$ cat src/rtl/decade_chain_ctrl.sv
// Run controller for a cascade of BCD decade digits: prescaled tick, carry chain,
// run/pause/clear FSM and terminal-value stop. Define DECADE_CTRL_DOWN_EN to add a dir input for down-counting.
module decade_chain_ctrl #(
    parameter int NUM_DIGITS = 2,
    parameter int PRESCALE   = 4
) (
    input  logic                    clk,
    input  logic                    rst,
    input  logic                    start,
    input  logic                    stop,
    input  logic                    clear,
`ifdef DECADE_CTRL_DOWN_EN
    input  logic                    dir,
`endif
    input  logic [4*NUM_DIGITS-1:0] term_bcd,
    output logic [4*NUM_DIGITS-1:0] bcd,
    output logic [NUM_DIGITS-1:0]   dig_en,
    output logic [1:0]              state,
    output logic                    done,
    output logic                    ovf
);

    localparam int              PRE_W    = (PRESCALE > 1) ? $clog2(PRESCALE) : 1;
    localparam logic [PRE_W-1:0] PRE_LAST = PRE_W'(PRESCALE - 1);

    localparam logic [1:0] S_IDLE  = 2'd0;
    localparam logic [1:0] S_RUN   = 2'd1;
    localparam logic [1:0] S_PAUSE = 2'd2;
    localparam logic [1:0] S_DONE  = 2'd3;

    logic [1:0]              r_state;
    logic [4*NUM_DIGITS-1:0] r_bcd;
    logic [4*NUM_DIGITS-1:0] r_term;
    logic [PRE_W-1:0]        r_pre;
    logic                    r_done;
    logic                    r_ovf;

    logic                    w_down;
    logic                    w_tick;
    logic [NUM_DIGITS-1:0]   w_dig_en;
    logic [4*NUM_DIGITS-1:0] w_bcd_nxt;
    logic                    w_wrap_all;

`ifdef DECADE_CTRL_DOWN_EN
    assign w_down = dir;
`else
    assign w_down = 1'b0;
`endif

    // A stop or clear in the tick cycle swallows the tick entirely.
    assign w_tick = (r_state == S_RUN) && !stop && !clear && (r_pre == PRE_LAST);

    always_comb begin : carry_chain
        logic       carry;
        logic [3:0] digit;
        // NOTE: every output of this block gets a default first so no latch is inferred.
        carry      = w_tick;
        digit      = 4'd0;
        w_dig_en   = '0;
        w_bcd_nxt  = r_bcd;
        for (int i = 0; i < NUM_DIGITS; i++) begin
            digit       = r_bcd[4*i +: 4];
            w_dig_en[i] = carry;
            if (carry) begin
                if (w_down)
                    w_bcd_nxt[4*i +: 4] = (digit == 4'd0) ? 4'd9 : digit - 4'd1;
                else
                    w_bcd_nxt[4*i +: 4] = (digit == 4'd9) ? 4'd0 : digit + 4'd1;
            end
            carry = carry & (digit == (w_down ? 4'd0 : 4'd9));
        end
        w_wrap_all = carry;
    end

    always_ff @(posedge clk) begin
        if (rst) begin
            r_state <= S_IDLE;
            r_bcd   <= '0;
            r_term  <= '0;
            r_pre   <= '0;
            r_done  <= 1'b0;
            r_ovf   <= 1'b0;
        end else begin
            // NOTE: non-blocking assignments so every register sees pre-edge values.
            r_done <= 1'b0;
            r_ovf  <= 1'b0;
            if (clear) begin
                r_state <= S_IDLE;
                r_bcd   <= '0;
                r_pre   <= '0;
            end else begin
                case (r_state)
                    S_IDLE: begin
                        if (!stop && start) begin
                            r_state <= S_RUN;
                            r_term  <= term_bcd;
                        end
                    end
                    S_RUN: begin
                        if (stop) begin
                            r_state <= S_PAUSE;
                        end else begin
                            r_bcd <= w_bcd_nxt;
                            r_ovf <= w_wrap_all;
                            if (w_tick) begin
                                r_pre <= '0;
                                if (w_bcd_nxt == r_term) begin
                                    r_state <= S_DONE;
                                    r_done  <= 1'b1;
                                end
                            end else begin
                                r_pre <= r_pre + 1'b1;
                            end
                        end
                    end
                    S_PAUSE: begin
                        if (!stop && start)
                            r_state <= S_RUN;
                    end
                    S_DONE: begin
                        // Restart from zero with a freshly sampled terminal value.
                        if (!stop && start) begin
                            r_state <= S_RUN;
                            r_bcd   <= '0;
                            r_pre   <= '0;
                            r_term  <= term_bcd;
                        end
                    end
                    default: r_state <= S_IDLE;
                endcase
            end
        end
    end

    assign bcd    = r_bcd;
    assign dig_en = w_dig_en;
    assign state  = r_state;
    assign done   = r_done;
    assign ovf    = r_ovf;

endmodule
$ cat config.mk
export PLATFORM = sky130hd
export DESIGN_NAME = decade_chain_ctrl
export DESIGN_NICKNAME = d
export VERILOG_FILES = /design/src/rtl/decade_chain_ctrl.sv
export SDC_FILE = /design/constraint.sdc
export NUM_CORES = 1
export LEC_CHECK = 0
export CAP_MARGIN = 20
export CORE_MARGIN = 2
export CORE_UTILIZATION = 51
export DETAILED_ROUTE_END_ITERATION = 16
export MAX_ROUTING_LAYER = met4
export PLACE_DENSITY = 0.85
export RECOVER_POWER = 50
export SETUP_SLACK_MARGIN = 0.05
export SLEW_MARGIN = 10
export SYNTH_ARGS = -nofsm -noshare
export SYNTH_HDL_FRONTEND = slang
export SYNTH_SLANG_ARGS = --single-unit
export TNS_END_PERCENT = 5
$ cat constraint.sdc
create_clock -name clk -period 3.85 [get_ports clk]
set_clock_uncertainty 0.2 [all_clocks]
set_input_delay 0.385 -clock clk [delete_from_list [all_inputs] [get_ports clk]]
set_output_delay 0.385 -clock clk [all_outputs]
set_load 0.02 [all_outputs]
==> flow_summary.toml <==
[status]
outcome = "finished, final reports clean"

[yosys]
synth_edf_count = 0
synthArstFlopShare = 0
syn_inst = 164
yosys.area.top_type = "dfxtp_1"
synth_commonest_cells = "dfxtp_1 (22), nor2_1 (21), a21oi_1 (18)"
synth_top_family_by_area = "simple AND/OR/NAND/NOR gates"
yosysWarnings = 0
synth_top_cell_area_share = 0.327
yosysUniqueCellTypes = 45
synth-seq-area-share = 0.327
synthSimpleGateAreaFrac = 0.265
synthMuxAreaShare = 0.0742
synth-compound-area-share = 0.188
ys_top_cells_by_area = "dfxtp_1 (33%), ha_1 (7.4%), mux2i_1 (7.4%)"
synth-adder-area-share = 0.0742
ys.flop_type = "dfxtp_1"
syn-num-nets = 185
synth_xor_xnor_area_share = 0.0195
yosysMostFrequentCell = "dfxtp_1"
synth_area_sq_mm = 0.00135
syn_area_per_cell_sq_um = 8.22
synth.ff_latch_count = 22

[timing]
worstMarginPinSlew_ns = 0.560
grt_setup_unrepaired = "no"
fin_crit_ns = 3.37
setup_viol = 0
timing.fmax_mhz = 297
relSlewSlack = 0.627
post-route-period-util = 0.876
finalMaxSlewViolations = 0
hold_slack_ns = 0.290
fin_ws_ns = 0.478
setup_tns_ns = 0
finalHoldViolations = 0

[run]
drv_cap = 0

[worst_setup_path]
timing.rr.start = "state[1]$_SDFFE_PP0P_"
r2r-end = "state[1]$_SDFFE_PP0P_"
cp.arrival_ns = 2.79
cp_common_cell = "inv_1"
worst-path-max-fanout = 13
reg2reg_depth = 9
path_class = "in -> out"
critPathRequiredTime_ns = 3.26
max_stage_delay_ns = 0.62
critPathSlowestCell = "dlygate4sd3_1"
rrSetupSlack_ns = 0.73
cp_top_family = "buffers and inverters"
path_cells = "dlygate4sd3_1 > nand4bb_1 > inv_1 > nand2_1 > inv_1 > clkdlybuf4s50_1"
end_kind = "output port"
start_kind = "primary input"
cp_num_buf_inv = 4

[grt]
grt_pass1_vias = 1295
grt_pass1_wl_mm = 5.51
grt_overflow_total = 0
antenna_found_initial = 0
grt_usage = 0.221
grt_max_degree = 14

[placed_design]
gp_congestion = 0.923
dp_slack_ns = 0.445
portBuffers = 26
hpwl_mm = 2.41

[die]
die_y_um = 55.4
initial_core_util = 0.540
boundaryPins = 27
rows = 18
dieArea_sq_mm = 0.00307
core-area_sq_mm = 0.00250
die_x_um = 55.4

[cells_and_area]
regArea_sq_um = 440
nets = 208
drive_gt1_frac = 0.0378
n_fill_cell = 214
syn2layout_area_growth_pct = 21.1
multi_input_area_sq_um = 838
antenna_cells = 0

[hold_path]
hold_path_depth = 2
min_to = "r_pre[1]$_SDFFE_PP0P_"
hp-start = "r_pre[1]$_SDFFE_PP0P_"
hp-class = "reg -> reg"

[clocking]
cts_sinks = 22
hold_buffers = 0
cts_inserted_buffers = 3
ctsLongestPathBuffers = 2
post_cts_buffers = 0
root_buffer = "clkbuf_4"
clkTransAtPathRegs_ns = 0.11
insertion_delay_ns = 0.30
cts_resized = 0
htreeDepth = 1
tritoncts = "done"

[drt]
drtAntennaViolNets = 0
met3_length_um = 182
drt_iter0_drc = 82
highest_layer = "met4"
drt-vias-per-instance = 6.09
drt_wl_total_mm = 3.10
drt_first_pass_iters = 4
dr_total_vias = 1310
drc = 0
route.met2.wl_mm = 1.57
drt-met1-wl_mm = 1.32
wl_per_cell_um = 14.4

[power_and_ir_drop]
powerDensity_mw_per_mm2 = 230
leakagePower_nw = 0.611
ir_drop_v = 0.000150
worst reg2reg max path: cells and delay by family (launching register included):
kind                     cells  cell delay (ns)
AO/OA/AOI/OAI                3             0.56
adder cells (fa/ha/maj)      1             0.23
buffers and inverters        2             0.52
flip-flops                   1             0.37
AND/OR/NAND/NOR              3             1.20
placed cells by master (no fill, tap or decap), types with 3 or more instances in the layout:
cell             synthesis  final
a22oi_1                  4      4
ha_1                     8      8
a21oi_1                 18     18
clkdlybuf4s50_1          0     16
mux2i_1                 10     10
dfxtp_1                 22     22
o21ai_0                  7      7
nor4_1                   6      6
nand3_1                  3      3
and3b_1                  3      3
inv_1                    8      8
nand2_1                  5      5
nand2b_1                 3      3
nor2_1                  21     21
dlygate4sd3_1            0     10
clkbuf_4                 0      3
worst max path at each step:
stage,startpoint,slack [ns],depth (start not counted),end
after floorplan,state[0]$_SDFFE_PP0P_,0.99,8,state[1]$_SDFFE_PP0P_
after global placement,stop,0.57,8,state[1]$_SDFFE_PP0P_
after detailed placement,stop,0.45,8,state[1]$_SDFFE_PP0P_
after CTS,state[0]$_SDFFE_PP0P_,0.61,6,dig_en[1]
after global routing,stop,0.32,6,dig_en[1]
final,stop,0.48,6,dig_en[1]
sequential cells by signal, summed over array words and instances (netlist names):
name	cells
done	1
r_term	8
ovf	1
r_pre	2
bcd	8
state	2
cell families (layout without fill, tap and decap cells):
kind of cell | after synthesis | after routing
simple gates | 62 | 62
compound gates | 42 | 42
flops | 22 | 22
buf+inv | 17 | 38
mux | 10 | 10
fa+ha+maj | 8 | 8
xor+xnor | 3 | 3
power breakdown:
| part | switching [mW] | internal (mW) |
|---|---|---|
| sequential | 0.00348 | 0.231 |
| clock | 0.0628 | 0.0364 |
| combinational | 0.0188 | 0.0224 |
| total | 0.0851 | 0.290 |
cell type report:
type                       count  area share
clock buffer                   3      0.0138
timing repair buffer          27       0.162
multi-input combinational    125       0.513
sequential                    22       0.270
inverter                       8      0.0184
tap                           30      0.0230
per-layer routing:
layer | global-route usage | vias to the layer above
met5 | - | -
met2 | 0.374 | 56
met3 | 0.0351 | 4
met1 | 0.267 | 607
li1 | - | 643
met4 | 0.0732 | 0
through the flow:
stage,std cells,total power [mW],cell area (sq um),util
2_1_floorplan,164,0.262,1350,-
3_3_place_gp,212,0.280,1610,0.646
3_5_place_dp,212,0.282,1610,0.646
4_1_cts,215,0.382,1640,0.655
5_1_grt,215,0.394,1630,0.653
6_report,215,0.375,1630,0.653
Power figures use the tool's default switching activity.
